`config.mk`:
```
export PLATFORM = sky130hd
export DESIGN_NAME = pwm_sample_scheduler_flat
export DESIGN_NICKNAME = d
export VERILOG_FILES = /design/src/rtl/pwm_sample_scheduler_if.sv /design/src/rtl/pwm_sample_scheduler.sv /design/src/flat_wrapper.sv
export SDC_FILE = /design/constraint.sdc
export NUM_CORES = 1
export LEC_CHECK = 0
export BUFFER_PORTS_ARGS = -buffer_cell sky130_fd_sc_hd__buf_4
export CAP_MARGIN = 10
export CORE_ASPECT_RATIO = 0.9
export CORE_MARGIN = 5
export CORE_UTILIZATION = 40
export DETAILED_ROUTE_END_ITERATION = 10
export PLACE_DENSITY = 0.55
export SYNTH_ARGS = -nofsm -noshare
export SYNTH_HDL_FRONTEND = slang
export SYNTH_SLANG_ARGS = --single-unit
```
`constraint.sdc`:
```
create_clock -name clk -period 3.5 [get_ports clk]
set_clock_uncertainty 0.1 [all_clocks]
set_input_delay 0 -clock clk [delete_from_list [all_inputs] [get_ports clk]]
set_output_delay 0 -clock clk [all_outputs]
set_load 0.03 [all_outputs]
```
`src/rtl/pwm_sample_scheduler_if.sv`:
```
// Mixer-to-PWM scheduler bus: control pulses, sample handshake and PWM-side outputs.
// Handshake: a sample transfers on a rising clk edge where in_valid && in_ready are both 1;
// in_sample must be stable while in_valid is high, and in_ready never depends on in_valid.
// state_dbg encoding: 0=IDLE, 1=PRIME, 2=RUN, 3=STOPPING.
interface pwm_sample_scheduler_if #(
  parameter int WIDTH      = 8,
  parameter int FIFO_DEPTH = 4
);
  localparam int CW = $clog2(FIFO_DEPTH) + 1;

  logic             start;
  logic             stop;
  logic [WIDTH-1:0] in_sample;
  logic             in_valid;
  logic             in_ready;
  logic [WIDTH-1:0] mixed_sample;
  logic             pwm_en;
  logic             period_strobe;
  logic             underrun;
  logic [CW-1:0]    fifo_count;
  logic [1:0]       state_dbg;

  modport master (
    output start, stop, in_sample, in_valid,
    input  in_ready, mixed_sample, pwm_en, period_strobe, underrun, fifo_count, state_dbg
  );

  modport slave (
    input  start, stop, in_sample, in_valid,
    output in_ready, mixed_sample, pwm_en, period_strobe, underrun, fifo_count, state_dbg
  );
endinterface

```
`src/rtl/pwm_sample_scheduler.sv`:
```
// PWM sample scheduler: buffers mixer samples in a small FIFO and hands one sample to the
// PWM stage per PWM period, so the duty cycle only changes on period boundaries.
module pwm_sample_scheduler #(
  parameter int WIDTH         = 8,
  parameter int FIFO_DEPTH    = 4,
  parameter int PRIME_LEVEL   = 2,
  parameter int PERIOD_CYCLES = 256
) (
  input logic clk,
  input logic rst,
  pwm_sample_scheduler_if.slave bus
);
  localparam int AW = $clog2(FIFO_DEPTH);
  localparam int CW = AW + 1;
  localparam int PW = $clog2(PERIOD_CYCLES);

  typedef enum logic [1:0] {
    ST_IDLE     = 2'd0,
    ST_PRIME    = 2'd1,
    ST_RUN      = 2'd2,
    ST_STOPPING = 2'd3
  } state_t;

  state_t           r_state;
  logic [WIDTH-1:0] r_mem [FIFO_DEPTH];
  logic [AW-1:0]    r_rd_ptr;
  logic [AW-1:0]    r_wr_ptr;
  logic [CW-1:0]    r_count;
  logic [PW-1:0]    r_period_cnt;
  logic [WIDTH-1:0] r_mixed;
  logic             r_pwm_en;
  logic             r_strobe;
  logic             r_underrun;

  logic             w_full;
  logic             w_empty;
  logic             w_in_ready;
  logic             w_push;
  logic             w_pop;
  logic             w_flush;
  logic             w_boundary;
  logic             w_prime_ok;
  logic [WIDTH-1:0] w_head;

  // Everything is decided from registered occupancy, so a push on a boundary cycle can
  // never feed that same boundary's pop.
  assign w_full     = (r_count == CW'(FIFO_DEPTH));
  assign w_empty    = (r_count == '0);
  assign w_in_ready = !w_full && (r_state != ST_STOPPING);
  assign w_push     = bus.in_valid && w_in_ready;
  assign w_boundary = (r_period_cnt == PW'(PERIOD_CYCLES - 1));
  assign w_prime_ok = (r_count >= CW'(PRIME_LEVEL));
  assign w_head     = r_mem[r_rd_ptr];

  // Pop/flush requests derived from the current state and the period position.
  always_comb begin
    w_pop   = 1'b0;
    w_flush = 1'b0;
    case (r_state)
      ST_PRIME: begin
        if (bus.stop)        w_flush = 1'b1;
        else if (w_prime_ok) w_pop   = 1'b1;
      end
      ST_RUN:      if (w_boundary && !w_empty) w_pop = 1'b1;
      ST_STOPPING: if (w_boundary) w_flush = 1'b1;
      default: ;
    endcase
  end

  // Sample storage; contents need no reset because the pointers define validity.
  always_ff @(posedge clk) begin
    if (w_push) r_mem[r_wr_ptr] <= bus.in_sample;
  end

  // FIFO pointers and occupancy; a flush discards everything including a same-cycle push.
  always_ff @(posedge clk or posedge rst) begin
    if (rst) begin
      r_rd_ptr <= '0;
      r_wr_ptr <= '0;
      r_count  <= '0;
    end else if (w_flush) begin
      r_rd_ptr <= '0;
      r_wr_ptr <= '0;
      r_count  <= '0;
    end else begin
      if (w_push) r_wr_ptr <= r_wr_ptr + AW'(1);
      if (w_pop)  r_rd_ptr <= r_rd_ptr + AW'(1);
      r_count <= r_count + CW'(w_push) - CW'(w_pop);
    end
  end

  // Playback FSM with registered PWM-side outputs and the period counter.
  always_ff @(posedge clk or posedge rst) begin
    if (rst) begin
      r_state      <= ST_IDLE;
      r_period_cnt <= '0;
      r_mixed      <= '0;
      r_pwm_en     <= 1'b0;
      r_strobe     <= 1'b0;
      r_underrun   <= 1'b0;
    end else begin
      r_strobe <= 1'b0;
      case (r_state)
        ST_IDLE: begin
          r_pwm_en <= 1'b0;
          r_mixed  <= '0;
          // stop beats start when both arrive together
          if (bus.start && !bus.stop) begin
            r_state    <= ST_PRIME;
            r_underrun <= 1'b0;
          end
        end
        ST_PRIME: begin
          r_pwm_en <= 1'b0;
          if (bus.stop) begin
            r_state <= ST_IDLE;
          end else if (w_prime_ok) begin
            r_state      <= ST_RUN;
            r_mixed      <= w_head;
            r_pwm_en     <= 1'b1;
            r_period_cnt <= '0;
            r_strobe     <= 1'b1;
          end
        end
        ST_RUN: begin
          if (w_boundary) begin
            r_period_cnt <= '0;
            r_strobe     <= 1'b1;
            if (!w_empty) r_mixed    <= w_head;
            else          r_underrun <= 1'b1;
          end else begin
            r_period_cnt <= r_period_cnt + PW'(1);
          end
          if (bus.stop) r_state <= ST_STOPPING;
        end
        ST_STOPPING: begin
          // finish the current period, then shut the PWM off without loading a sample
          if (w_boundary) begin
            r_period_cnt <= '0;
            r_state      <= ST_IDLE;
            r_pwm_en     <= 1'b0;
            r_mixed      <= '0;
          end else begin
            r_period_cnt <= r_period_cnt + PW'(1);
          end
        end
        default: r_state <= ST_IDLE;
      endcase
    end
  end

  assign bus.in_ready      = w_in_ready;
  assign bus.mixed_sample  = r_mixed;
  assign bus.pwm_en        = r_pwm_en;
  assign bus.period_strobe = r_strobe;
  assign bus.underrun      = r_underrun;
  assign bus.fifo_count    = r_count;
  assign bus.state_dbg     = r_state;
endmodule

```
`src/flat_wrapper.sv`:
```
// flat-port wrapper written by rule: the top's interface ports become plain ports
module pwm_sample_scheduler_flat 
#(
  parameter int WIDTH         = 8,
  parameter int FIFO_DEPTH    = 4,
  parameter int PRIME_LEVEL   = 2,
  parameter int PERIOD_CYCLES = 256
)
  (clk, rst, bus_start, bus_stop, bus_in_sample, bus_in_valid, bus_in_ready, bus_mixed_sample, bus_pwm_en, bus_period_strobe, bus_underrun, bus_fifo_count, bus_state_dbg);
  pwm_sample_scheduler_if #(.WIDTH(WIDTH), .FIFO_DEPTH(FIFO_DEPTH)) bus_i ();
  input logic clk;
  input logic rst;
  input wire logic [$bits(bus_i.start)-1:0] bus_start;
  input wire logic [$bits(bus_i.stop)-1:0] bus_stop;
  input wire logic [$bits(bus_i.in_sample)-1:0] bus_in_sample;
  input wire logic [$bits(bus_i.in_valid)-1:0] bus_in_valid;
  output wire logic [$bits(bus_i.in_ready)-1:0] bus_in_ready;
  output wire logic [$bits(bus_i.mixed_sample)-1:0] bus_mixed_sample;
  output wire logic [$bits(bus_i.pwm_en)-1:0] bus_pwm_en;
  output wire logic [$bits(bus_i.period_strobe)-1:0] bus_period_strobe;
  output wire logic [$bits(bus_i.underrun)-1:0] bus_underrun;
  output wire logic [$bits(bus_i.fifo_count)-1:0] bus_fifo_count;
  output wire logic [$bits(bus_i.state_dbg)-1:0] bus_state_dbg;
  assign bus_i.start = bus_start;
  assign bus_i.stop = bus_stop;
  assign bus_i.in_sample = bus_in_sample;
  assign bus_i.in_valid = bus_in_valid;
  assign bus_in_ready = bus_i.in_ready;
  assign bus_mixed_sample = bus_i.mixed_sample;
  assign bus_pwm_en = bus_i.pwm_en;
  assign bus_period_strobe = bus_i.period_strobe;
  assign bus_underrun = bus_i.underrun;
  assign bus_fifo_count = bus_i.fifo_count;
  assign bus_state_dbg = bus_i.state_dbg;
  pwm_sample_scheduler #(.WIDTH(WIDTH), .FIFO_DEPTH(FIFO_DEPTH), .PRIME_LEVEL(PRIME_LEVEL), .PERIOD_CYCLES(PERIOD_CYCLES)) u_core (.clk(clk), .rst(rst), .bus(bus_i));
endmodule
```
==> metrics.csv <==
stage;metric;value;unit
critical_path;cp-end-kind;flop;
power_and_ir_drop;power_density;868;nW/um^2
yosys;netlist_instances;207;
drt;wl;5380;um
cts;cts.path.max_buffers;2;
final_layout;antenna_cells;0;
final_layout;syn_to_final_growth;24.8;%
cts;holdBufCountCts;10;
cts;cts_sinks;60;
critical_path;timing.rr.end;u_core.bus.fifo_count[2];
floorplan;die_area;8650;um^2
global_routing;grt_max_degree;29;
yosys;synth_area;2760;um^2
timing;fmax;364;MHz
drt;firstDrtPassIters;4;
cts;cts_made_buffers;9;
min_path;hold_path_depth;4;
final_layout;utilization;0.516;
min_path;holdPathEnd;u_core.bus.underrun;
critical_path;critPathLaunchType;flop;
drt;drc_errors;0;
timing;report.final.slew_viol_count;0;
min_path;min_path_type;input port to flop;
critical_path;crit_fanout;8;
floorplan;ioPinCount;30;
cts;cts_root_buffer;clkbuf_8;
critical_path;crit_type;flop to flop;
final_layout;nFillCells;586;
yosys;synth.distinct_cells;46;
cts;cts_tree;yes;
run_status;run_status;finished, final reports clean;
critical_path;reg2regPathDepth;10;
placed_design;place.gp.congestion;0.797;
critical_path;r2r_start;u_core.r_period_cnt[0];
yosys;synth_edf_count;32;
cts;post_cts_resized;0;
timing;worst_pin_slew;0.588;ns
critical_path;worst_ep_arrival_time;2.86;ns
yosys;synth_seq_area_share;0.603;
min_path;hold_start;bus_start;
critical_path;required;3.61;ns
yosys;ys_warn_count;0;
floorplan;die_h;88.7;um
floorplan;row_count;28;
timing;holdWs;0.0242;ns
power_and_ir_drop;p_leak;1.42;nW
cts;clkLatencyLatePin;0.33;ns
cts;path_clk_slew;0.07;ns
drt;wire_per_inst;15.4;um
floorplan;start_util;0.414;
yosys;async_flop_share;0.467;
global_routing;grt-ovfl-total;0;
timing;setup_slack;0.752;ns
drt;via_per_inst;5.07;
timing;fin_setup_tns;0;ns
placed_design;dp_hpwl;3710;um
cts;htree_levels;3;
floorplan;core;6660;um^2
global_routing;grt_antenna_before_repair;0;
yosys;ys_seq_elements;60;
power_and_ir_drop;ir_worst_vdd;394;uV
global_routing;first_global_vias;1818;
cts;postCtsSetupRepairBufs;0;
drt;ant_nets;0;
floorplan;die_w;97.5;um
drt;vias;1766;
yosys;syn_area_per_cell;13.3;um^2
job;cap_violations;0;
global_routing;grtUsageTotal;0.136;
timing;fin_crit;2.75;ns
drt;drt_iter0_markers;108;
timing;timing.final.crit_share;0.785;
yosys;syn-num-nets;234;
timing;maxSlewHeadroom;0.608;
timing;rsz0062_at_grt;no;
final_layout;nets;280;
timing;hold_viol;0;
placed_design;pre_cts_ws;0.781;ns
placed_design;portBuffers;29;
yosys;ys.flop_type;edfxtp_1;
critical_path;rrSetupSlack;0.75;ns
timing;setup_violations;0;
final_layout;drive_gt1_frac;0.233;
global_routing;grt_pass1_wl;9070;um
-- sequential cells by signal (all words and copies together) (netlist names), named ones only --
| name | count |
|---|---|
| u_core.r_rd_ptr | 2 |
| u_core.bus.underrun | 1 |
| u_core.bus.fifo_count | 3 |
| u_core.bus.mixed_sample | 8 |
| u_core.bus.period_strobe | 1 |
| u_core.bus.state_dbg | 1 |
| u_core.bus.pwm_en | 1 |
| u_core.r_period_cnt | 8 |
| u_core.r_mem | 32 |
| u_core.r_wr_ptr | 2 |
-- cell families after synthesis --
logic type | Yosys count | share of synthesized area
buffers and inverters | 23 | 0.0331
xor gates and xnor gates | 2 | 0.00636
and+or+nand+nor | 54 | 0.107
DFF | 60 | 0.603
AOI/OAI and AO/OA | 43 | 0.106
muxes | 11 | 0.0781
adders and majority gates | 14 | 0.0663
-- synth_stat cells (2+ instances only) --
library cell  number  area, um^2
a21oi_1           10        50.1
a22o_1             8        70.1
and2_1             4        25.0
and4_1             2        17.5
buf_2              3        15.0
dfrtp_1           28         701
edfxtp_1          32         961
ha_1              13         163
inv_1             18        67.6
mux2i_1            2        20.0
mux4_2             8         180
nand2_1            7        26.3
nand3_1            6        30.0
nand4_1            2        12.5
nor2_1            13        48.8
nor2b_1            2        12.5
nor3_1             3        15.0
nor4_1             3        18.8
o21ai_0           11        55.1
o21ai_1            2        10.0
o31ai_1            2        15.0
or3_1              2        12.5
or4_1              3        22.5
-- worst max path at each step --
stage | start | end | slack (ns)
3_3_place_gp | u_core.r_period_cnt[0] | u_core.bus.fifo_count[2] | 0.82
4_1_cts | u_core.r_period_cnt[0] | u_core.bus.fifo_count[2] | 0.75
2_1_floorplan | flop | u_core.bus.fifo_count[2] | 0.78
3_5_place_dp | u_core.r_period_cnt[0] | u_core.bus.fifo_count[2] | 0.78
6_report | u_core.r_period_cnt[0] | u_core.bus.fifo_count[2] | 0.75
5_1_grt | u_core.r_period_cnt[0] | u_core.bus.fifo_count[2] | 0.66
-- power breakdown --
| part | switching (mW) | internal (mW) | total, mW |
|---|---|---|---|
| sequential | 0.136 | 0.928 | 1.06 |
| clock | 0.284 | 0.478 | 0.762 |
| combinational | 0.672 | 0.486 | 1.16 |
| total | 1.09 | 1.89 | 2.98 |
-- cell usage in the layout, fill, tap and decap left out, types with 2 or more instances in the layout --
master,netlist,layout
nand2_1,7,7
nor4_1,3,3
or4_1,3,3
nor2_1,13,13
and2_1,4,4
nand4_1,2,2
ha_1,13,13
mux4_2,8,8
nand3_1,6,6
buf_4,0,29
dlygate4sd3_1,0,10
clkbuf_8,0,9
and4_1,2,2
inv_1,18,18
bufinv_16,0,3
o31ai_1,2,2
dfrtp_1,28,28
nor2b_1,2,2
edfxtp_1,32,32
a22o_1,8,8
a21oi_1,10,10
clkinv_4,0,2
nor3_1,3,3
mux2i_1,2,2
o21ai_1,2,2
or3_1,2,2
o21ai_0,11,11
-- area by class of cell --
| cell class | instances | area, um^2 | area share |
|---|---|---|---|
| clock buffers | 9 | 124 | 0.0360 |
| clock inverters | 7 | 124 | 0.0360 |
| inverters | 18 | 67.6 | 0.0197 |
| multi-input cells | 124 | 1000 | 0.292 |
| flip-flops and latches | 60 | 1660 | 0.483 |
| well taps | 90 | 113 | 0.0328 |
| repair buffers | 40 | 345 | 0.100 |
-- worst max-delay path, cell delays in order (launching register included) --
cell and delay, ns:
dfrtp_1 0.41, ha_1 0.27, and3_1 0.29, a41o_1 0.27
and2_2 0.19, ha_1 0.26, inv_1 0.04, ha_1 0.19
fa_1 0.38, xor2_1 0.17, nor2_1 0.05
-- metal layers --
metal  vias to the layer above  routed length, um  part of all wire  global-route usage
met5                         -                  0                 0                   0
met4                         0                 29            0.0054              0.0377
met3                         2                240             0.045              0.0528
met2                        38               2460              0.46               0.210
met1                       861               2650              0.49               0.180
li1                        865                  -                 -                   -
-- per-stage QoR --
step,instance area (um^2),power [mW],instances
final,3440,2.98,348
after CTS,3410,3.03,347
after detailed placement,3060,2.24,321
after floorplan,2760,1.89,207
after global placement,3060,2.23,321
after global routing,3440,3.20,348
(Power assumes the default switching activity.)
